**config.mk**
```make
export PLATFORM = sky130hd
export DESIGN_NAME = wb_port_arbiter_flat
export DESIGN_NICKNAME = d
export VERILOG_FILES = /design/src/rtl/wb_port_arbiter_if.sv /design/src/rtl/wb_port_arbiter.sv /design/src/flat_wrapper.sv
export SDC_FILE = /design/constraint.sdc
export NUM_CORES = 1
export LEC_CHECK = 0
export CAP_MARGIN = 20
export CORE_MARGIN = 10
export CORE_UTILIZATION = 35
export CTS_CLUSTER_DIAMETER = 50
export DETAILED_ROUTE_END_ITERATION = 7
export HOLD_SLACK_MARGIN = 0.08
export PLACE_DENSITY = 0.77
export RECOVER_POWER = 100
export SKIP_LAST_GASP = 1
export SLEW_MARGIN = 10
export SYNTH_ARGS = -nofsm -noshare
export SYNTH_HDL_FRONTEND = slang
export SYNTH_SLANG_ARGS = --single-unit
```
**constraint.sdc**
```tcl
create_clock -name clk -period 1.8 [get_ports clk]
set_input_delay 0.45 -clock clk [delete_from_list [all_inputs] [get_ports clk]]
set_output_delay 0.45 -clock clk [all_outputs]
set_load 0.05 [all_outputs]
```
**src/rtl/wb_port_arbiter_if.sv**
```systemverilog
// Writeback-port request/grant bundle: three result producers, stall, and the registered mux/RF controls.
interface wb_port_arbiter_if;
    logic       alu_valid;
    logic [4:0] alu_rd;
    logic       alu_ready;
    logic       ld_valid;
    logic [4:0] ld_rd;
    logic       ld_ready;
    logic       lnk_valid;
    logic [4:0] lnk_rd;
    logic       lnk_ready;
    logic       stall;
    logic [1:0] cntrl;
    logic       rf_we;
    logic [4:0] rf_rd;
    logic [2:0] gnt;

    modport master (
        output alu_valid, alu_rd, ld_valid, ld_rd, lnk_valid, lnk_rd, stall,
        input  alu_ready, ld_ready, lnk_ready, cntrl, rf_we, rf_rd, gnt
    );

    modport slave (
        input  alu_valid, alu_rd, ld_valid, ld_rd, lnk_valid, lnk_rd, stall,
        output alu_ready, ld_ready, lnk_ready, cntrl, rf_we, rf_rd, gnt
    );
endinterface

```
**src/rtl/wb_port_arbiter.sv**
```systemverilog
// Round-robin arbiter (alu -> ld -> lnk) for the single register-file write port.
// Latency: 1 cycle from sampled valid to registered grant/write; outputs fully registered.
// Backpressure: stall blocks new grants only; the served requester is excluded for one edge.
module wb_port_arbiter #(
    parameter int         N        = 32,
    parameter logic [1:0] RR_RESET = 2'd2
) (
    input  logic              clk,
    input  logic              rst,
    wb_port_arbiter_if.slave  bus
);
    if (N < 1) begin : g_bad_n
        $error("wb_port_arbiter: N must be positive");
    end

    typedef enum logic {IDLE, GRANT} state_t;

    state_t     state, state_nxt;
    logic [1:0] last, last_nxt;
    logic [2:0] gnt_q, gnt_nxt;
    logic [1:0] cntrl_q, cntrl_nxt;
    logic       rf_we_q, rf_we_nxt;
    logic [4:0] rf_rd_q, rf_rd_nxt;
    logic [2:0] elig;
    logic [1:0] pick;
    logic [4:0] pick_rd;

    always_ff @(posedge clk or posedge rst) begin
        if (rst) begin
            state   <= IDLE;
            last    <= RR_RESET;
            gnt_q   <= 3'b000;
            cntrl_q <= 2'b11;
            rf_we_q <= 1'b0;
            rf_rd_q <= 5'd0;
        end else begin
            state   <= state_nxt;
            last    <= last_nxt;
            gnt_q   <= gnt_nxt;
            cntrl_q <= cntrl_nxt;
            rf_we_q <= rf_we_nxt;
            rf_rd_q <= rf_rd_nxt;
        end
    end

    always_comb begin
        state_nxt = IDLE;
        last_nxt  = last;
        gnt_nxt   = 3'b000;
        cntrl_nxt = 2'b11;
        rf_we_nxt = 1'b0;
        rf_rd_nxt = 5'd0;

        // The requester served this cycle completes on this edge, so it cannot win again.
        elig = {bus.lnk_valid, bus.ld_valid, bus.alu_valid}
               & ~((state == GRANT) ? gnt_q : 3'b000);

        case (last)
            2'd0:    pick = elig[1] ? 2'd1 : (elig[2] ? 2'd2 : 2'd0);
            2'd1:    pick = elig[2] ? 2'd2 : (elig[0] ? 2'd0 : 2'd1);
            default: pick = elig[0] ? 2'd0 : (elig[1] ? 2'd1 : 2'd2);
        endcase

        case (pick)
            2'd0:    pick_rd = bus.alu_rd;
            2'd1:    pick_rd = bus.ld_rd;
            default: pick_rd = bus.lnk_rd;
        endcase

        if (!bus.stall && (elig != 3'b000)) begin
            state_nxt = GRANT;
            last_nxt  = pick;
            gnt_nxt   = 3'b001 << pick;
            rf_rd_nxt = pick_rd;
            // Writes to x0 are consumed but suppressed; mux parks on its zero input.
            if (pick_rd != 5'd0) begin
                cntrl_nxt = pick;
                rf_we_nxt = 1'b1;
            end
        end
    end

    assign bus.gnt       = gnt_q;
    assign bus.alu_ready = gnt_q[0];
    assign bus.ld_ready  = gnt_q[1];
    assign bus.lnk_ready = gnt_q[2];
    assign bus.cntrl     = cntrl_q;
    assign bus.rf_we     = rf_we_q;
    assign bus.rf_rd     = rf_rd_q;
endmodule

```
**src/flat_wrapper.sv**
```systemverilog
// flat-port wrapper written by rule: the top's interface ports become plain ports
module wb_port_arbiter_flat 
#(
    parameter int         N        = 32,
    parameter logic [1:0] RR_RESET = 2'd2
)
  (clk, rst, bus_alu_valid, bus_alu_rd, bus_ld_valid, bus_ld_rd, bus_lnk_valid, bus_lnk_rd, bus_stall, bus_alu_ready, bus_ld_ready, bus_lnk_ready, bus_cntrl, bus_rf_we, bus_rf_rd, bus_gnt);
  wb_port_arbiter_if bus_i ();
  input  logic clk;
  input  logic rst;
  input wire logic [$bits(bus_i.alu_valid)-1:0] bus_alu_valid;
  input wire logic [$bits(bus_i.alu_rd)-1:0] bus_alu_rd;
  input wire logic [$bits(bus_i.ld_valid)-1:0] bus_ld_valid;
  input wire logic [$bits(bus_i.ld_rd)-1:0] bus_ld_rd;
  input wire logic [$bits(bus_i.lnk_valid)-1:0] bus_lnk_valid;
  input wire logic [$bits(bus_i.lnk_rd)-1:0] bus_lnk_rd;
  input wire logic [$bits(bus_i.stall)-1:0] bus_stall;
  output wire logic [$bits(bus_i.alu_ready)-1:0] bus_alu_ready;
  output wire logic [$bits(bus_i.ld_ready)-1:0] bus_ld_ready;
  output wire logic [$bits(bus_i.lnk_ready)-1:0] bus_lnk_ready;
  output wire logic [$bits(bus_i.cntrl)-1:0] bus_cntrl;
  output wire logic [$bits(bus_i.rf_we)-1:0] bus_rf_we;
  output wire logic [$bits(bus_i.rf_rd)-1:0] bus_rf_rd;
  output wire logic [$bits(bus_i.gnt)-1:0] bus_gnt;
  assign bus_i.alu_valid = bus_alu_valid;
  assign bus_i.alu_rd = bus_alu_rd;
  assign bus_i.ld_valid = bus_ld_valid;
  assign bus_i.ld_rd = bus_ld_rd;
  assign bus_i.lnk_valid = bus_lnk_valid;
  assign bus_i.lnk_rd = bus_lnk_rd;
  assign bus_i.stall = bus_stall;
  assign bus_alu_ready = bus_i.alu_ready;
  assign bus_ld_ready = bus_i.ld_ready;
  assign bus_lnk_ready = bus_i.lnk_ready;
  assign bus_cntrl = bus_i.cntrl;
  assign bus_rf_we = bus_i.rf_we;
  assign bus_rf_rd = bus_i.rf_rd;
  assign bus_gnt = bus_i.gnt;
  wb_port_arbiter #(.N(N), .RR_RESET(RR_RESET)) u_core (.clk(clk), .rst(rst), .bus(bus_i));
endmodule
```
* Word level (Yosys, flattened, before mapping)
Cells that the tools add are included.
** Storage, ports and cells
- Register bits after elaboration :: 14
- Input port bits :: 21
- Output and inout bits :: 14
- Word-level logic and storage cells :: 33
** Cells by class
- Equality and inequality tests :: 2
- Shift operators :: 1
- Muxes and demuxes :: 16
- Bitwise operators :: 2
- Reduce and logical (&&, ||, !) cells :: 6
** Operators by type and width (count)
- two-way mux 2 bit :: 7
- one-hot mux 5 bit (2 select lines) :: 1
- two-way mux 3 bit :: 2
- two-way mux 5 bit :: 1
- nonzero test 5 bit :: 1
- == test 2 x 1 -> 1 bit (second input constant) :: 2
- logical NOT 2 bit :: 2
- two-way mux 1 bit :: 4
- one-hot mux 2 bit (2 select lines) :: 1
- AND 3 bit :: 1
- inverter 3 bit :: 1
- nonzero test 3 bit :: 1
- << shifter 1 x 2 -> 3 bit (first input constant) :: 1
- logical AND 1 bit :: 1
- logical NOT 1 bit :: 1

* Longest topological paths before layout
- Depth after elaboration :: 11
- Depth in mapped cells :: 6
- Gate-level depth less buffers :: 6

* Worst setup path after synthesis
Ideal clock, no wire load.
- Path kind :: reg-to-reg
- From :: register u_core.gnt_q[0] (netlist: u_core.bus.gnt[0])
- To :: register u_core.rf_we_q (netlist: u_core.bus.rf_we)
- Library setup time :: 119 ps
- Data arrival time :: 1832 ps
- Data required time :: 1681 ps
- Slack :: -151 ps
- Stages on the path, launching flop included :: 7
- Path buffers :: 0
- Clock period less this slack :: 1951 ps
- Path through :: dfrtp_1 > or2b_1 > o2111ai_1 > o21ai_1 > a222oi_1 > nand4_1 > o21a_1
** On the way
- Longest elaborated chain between the ends :: 11
- Elaborated cells between the ends (all ways) :: 15
- Classes of those cells :: eq/ne (1); mux (8); bitwise (2); reduce/logical (4)
** RTL lines
- start, declared :: line wb_port_arbiter.sv:20 : logic [2:0] gnt_q, gnt_nxt;
- start signal, assigned :: line wb_port_arbiter.sv:39 : gnt_q <= gnt_nxt;
- two-way mux 3 bit (*) :: line wb_port_arbiter.sv:56 : & ~((state == GRANT) ? gnt_q : 3'b000);
- inverter 3 bit (*) :: line wb_port_arbiter.sv:56
- AND 3 bit (*) :: line wb_port_arbiter.sv:56
- two-way mux 1 bit :: line wb_port_arbiter.sv:60 : 2'd1: pick = elig[2] ? 2'd2 : (elig[0] ? 2'd0 : 2'd1);
- two-way mux 2 bit :: line wb_port_arbiter.sv:60
- one-hot mux 2 bit (2 select lines) :: line wb_port_arbiter.sv:58 : case (last)
- == test 2 x 1 -> 1 bit or logical NOT 2 bit (tied branches) :: line wb_port_arbiter.sv:64 : case (pick)
- one-hot mux 5 bit (2 select lines) :: line wb_port_arbiter.sv:64
- nonzero test 5 bit :: line wb_port_arbiter.sv:76 : if (pick_rd != 5'd0) begin
- two-way mux 1 bit :: line wb_port_arbiter.sv:76
- two-way mux 1 bit (*) :: line wb_port_arbiter.sv:70 : if (!bus.stall && (elig != 3'b000)) begin
- via u_core.rf_we_nxt :: line wb_port_arbiter.sv:22 : logic rf_we_q, rf_we_nxt;
- end signal, assigned :: line wb_port_arbiter.sv:41 : rf_we_q <= rf_we_nxt;
- end, declared :: line wb_port_arbiter.sv:22
The timed path passes the listed nets; every way through them passes the cells marked *.
A chain may end at the register's enable or synchronous reset.

* Worst setup path in the final report
- From :: register u_core.last[1]
- To :: register u_core.rf_we_q (netlist: u_core.bus.rf_we)
** On the way
- Longest elaborated chain between the ends :: 7
- Elaborated cells between the ends (all ways) :: 9
- Classes of those cells :: eq/ne (2); mux (4); reduce/logical (3)
** RTL lines
- start, declared :: line wb_port_arbiter.sv:19 : logic [1:0] last, last_nxt;
- start signal, assigned :: line wb_port_arbiter.sv:38 : last <= last_nxt;
- == test 2 x 1 -> 1 bit or logical NOT 2 bit (tied branches) :: line wb_port_arbiter.sv:58
- one-hot mux 2 bit (2 select lines) (*) :: line wb_port_arbiter.sv:58
- == test 2 x 1 -> 1 bit or logical NOT 2 bit (tied branches) :: line wb_port_arbiter.sv:64
- one-hot mux 5 bit (2 select lines) (*) :: line wb_port_arbiter.sv:64
- nonzero test 5 bit (*) :: line wb_port_arbiter.sv:76
- two-way mux 1 bit (*) :: line wb_port_arbiter.sv:76
- two-way mux 1 bit (*) :: line wb_port_arbiter.sv:70
- via u_core.rf_we_nxt :: line wb_port_arbiter.sv:22
Marked as above.

==> metrics.md <==
| Metric | Value |
|---|---|
| Ports | 35 |
| Worst-path clk slew | 0.09 ns |
| Footprint of the multi-input gates | 422 um^2 |
| Register area share after synthesis | 0.488 |
| RSZ-0062 raised after global routing | true |
| Fin. max-slew vios | 0 |
| Cells after synthesis | 75 |
| Initial DRC count | 23 |
| Clk_skew | 0.00920 ns |
| WL per Instance | 16.6 um |
| Worst Tran Pin Value | 0.623 ns |
| FF+latch area | 359 um^2 |
| Htree depth | 1 |
| Placed cells | 143 |
| Port Buf Inserts | 34 |
| PnR worst setup slack | -0.167 ns |
| Sw Share | 0.413 |
| Routed Antenna Nets | 0 |
| Final Hold Fails | 0 |
| Synthesis-to-layout area growth | 77.8% |
| Outcome | finished, violations left |
| Largest net degree at the start of global routing | 15 |
| Cell area after synthesis | 726 um^2 |
| # nets final | 148 |
| Hold path depth | 2 |
| PD cells | 1030 nW/um^2 |
| Worst flop-to-flop path endpoint | u_core.bus.rf_we |
| Initial antenna violation count | 0 |
| Die Span X | 65.5 um |
| Endpoint of the worst hold path | u_core.last[1] |
| Register bit count reported by yosys | 14 |
| Num rows | 16 |
| Max-cap viol count | 0 |
| Post-Syn Nets | 96 |
| Ant. Diodes | 0 |
| DIE AREA | 4290 um^2 |
| Data required time of the worst path | 1.97 ns |
| Congestion Overflow GR | 0 |
| Hold/Removal Path Class | reg2reg |
| Failing checks | setup timing |
| Switching power | 0.547 mW |
| Final Total Pwr | 1.32 mW |
| Worst Reg-to-Reg Cells | 7 |
| CTS Buf Count | 3 |
| P_int | 0.777 mW |
| Share of layout cells above drive strength 1 | 0.452 |
| Yosys warnings | 0 |
| Crit path capture type | flip-flop |
| CTS tree | done |
| Crit share post-route | 1.09 |
| Pre-CTS WS | -0.649 ns |
| CTS Root Cell | clkbuf_4 |
| Synthesized area per cell | 9.68 um^2 |
| Vias per cell | 5.03 |
| Layout Cells excl Fill | 153 |
| Setup TNS | -0.361 ns |
| Die height | 65.5 um |
| Number of fill cells in the layout | 170 |
| Sink Count | 14 |
| Commonest cells after routing, fill and taps aside | buf_4 (17), clkdlybuf4s50_1 (16), nor2_1 (9), clkbuf_1 (7), dfrtp_1 (7) |
| Tmin final | 1.97 ns |
| Worst skew pair latency | 0.28 ns |
| Commonest non-fill, non-tap cell in the layout | buf_4 |
| Worst Setup Path Type | reg2reg |
| Core box area | 1960 um^2 |
| Residual DRC | 0 |
| Routability cong. | 0.892 |
| Relative slew slack | 0.587 |
| Pre-Repair DR Iteration Count | 4 |
| Worst R2R Setup Slack | -0.17 ns |
| Crit-path max FO | 3 |
| Global-route wire length before repair | 4070 um |
| Worst hold start | u_core.last[1] |
| DP Wirelength | 1920 um |
| Bufs on Longest Clock Path | 2 |
| Vias in the first global route | 866 |
| Worst setup SP type | flip-flop |
| Combinational share of power | 0.506 |
| Clk pwr share | 0.171 |
| Arrival time at the worst endpoint | 2.13 ns |
| DRT Wirelength | 2540 um |
| Global Route Usage Sum | 0.121 |
| R2R Path Start | u_core.last[1] |
| Fmax | 0.508 GHz |
| P_leak | 0.582 nW |
| Vias | 769 |
| Starting Density | 0.370 |
| Sequential fraction of design power | 0.323 |
| Peak supply drop | 0.525 mV |
| Setup violators final | 4 |
| Synth cell types | 33 |
## cell type report
cell class | instances | area share
clock buffers | 4 | 0.0281
well taps | 27 | 0.0262
flip-flops and latches | 14 | 0.278
multi-input cells | 52 | 0.327
repair buffers | 51 | 0.326
inverters | 5 | 0.0145
## how the worst max path moves through the flow
stage / slack [ns] / endpoint / start
floorplan: -0.03 / u_core.bus.rf_we / u_core.bus.gnt[0]
finish: -0.17 / u_core.bus.rf_we / u_core.last[1]
detailed placement: -0.65 / u_core.bus.rf_we / bus_lnk_valid
CTS: -0.12 / u_core.bus.rf_we / u_core.last[1]
global route: -0.24 / u_core.bus.rf_we / u_core.state
global placement: -0.62 / u_core.bus.rf_we / bus_lnk_valid
## sequential cells by signal, summed over array words and instances, names as in the netlist
| signal | cells |
|---|---|
| u_core.bus.cntrl | 2 |
| u_core.bus.rf_we | 1 |
| u_core.state | 1 |
| u_core.last | 2 |
| u_core.bus.gnt | 3 |
| u_core.bus.rf_rd | 5 |
## critical path, stage by stage (launching register included)
cell,delay [ns]
dfstp_2,0.60
nor2_4,0.04
and4_4,0.17
buf_4,0.13
o21a_1,0.16
a211oi_1,0.32
nand4_1,0.21
o21a_1,0.23
## logic make-up (layout without fill, tap and decap cells)
family | Yosys count | count (layout) | synth area share
AOI/OAI and AO/OA | 24 | 24 | 0.248
DFF | 14 | 14 | 0.488
buffers and inverters | 9 | 60 | 0.0621
and+or+nand+nor | 28 | 28 | 0.202
## power groups by stage
stage | clock (mW) | sequential (mW) | combinational, mW
after global placement | 0 | 0.425 | 0.612
after detailed placement | 0 | 0.427 | 0.620
final | 0.226 | 0.428 | 0.670
after floorplan | 0 | 0.565 | 0.229
after CTS | 0.229 | 0.423 | 0.667
after global routing | 0.250 | 0.436 | 0.709
## repair_timing
item                                    4_1_cts  5_1_grt
pin swaps                                    11       10
resized for setup                            14        6
setup buffers                                 4        2
endpoints found under the hold margin         0        0
hold buffers                                  0        0
endpoints found under the setup margin        6        4
## per-stage QoR
stage | utilization | area [um^2] | hold slack [ns]
6_report | 0.658 | 1290 | 0.543
5_1_grt | 0.658 | 1290 | 0.571
4_1_cts | 0.658 | 1290 | 0.517
3_3_place_gp | 0.603 | 1180 | 0.555
3_5_place_dp | 0.603 | 1180 | 0.559
2_1_floorplan | - | 763 | 0.337
## metal layers
layer | global-route usage | share of wire | routed length (um)
met1 | 0.115 | 0.38 | 969
met5 | 0 | 0 | 0
met2 | 0.223 | 0.55 | 1390
met3 | 0.0373 | 0.048 | 122
met4 | 0.0749 | 0.020 | 52
## cell usage after synthesis
| cell type | n | area, um^2 |
|---|---|---|
| a211oi_1 | 1 | 7.51 |
| a21bo_1 | 1 | 10.0 |
| a21bo_2 | 1 | 10.0 |
| a21boi_1 | 1 | 7.51 |
| a21o_2 | 1 | 8.76 |
| a21oi_1 | 2 | 10.0 |
| a222oi_1 | 1 | 10.0 |
| a22oi_1 | 1 | 7.51 |
| a31oi_1 | 1 | 6.26 |
| a41o_1 | 1 | 10.0 |
| and2_1 | 1 | 6.26 |
| and3_1 | 1 | 6.26 |
| and4_4 | 1 | 11.3 |
| buf_4 | 3 | 22.5 |
| clkbuf_1 | 1 | 3.75 |
| dfrtp_1 | 11 | 275 |
| dfstp_2 | 3 | 78.8 |
| inv_1 | 5 | 18.8 |
| nand2_1 | 4 | 15.0 |
| nand2b_1 | 3 | 18.8 |
| nand3_1 | 2 | 10.0 |
| nand3_2 | 1 | 10.0 |
| nand4_1 | 2 | 12.5 |
| nor2_1 | 10 | 37.5 |
| nor3_1 | 1 | 5.00 |
| o2111ai_1 | 1 | 8.76 |
| o21a_1 | 3 | 22.5 |
| o21ai_1 | 3 | 15.0 |
| o21bai_1 | 3 | 22.5 |
| o221ai_1 | 2 | 17.5 |
| o22ai_1 | 1 | 6.26 |
| or2_1 | 1 | 6.26 |
| or2b_1 | 1 | 7.51 |
Power figures use the tool's default switching activity.
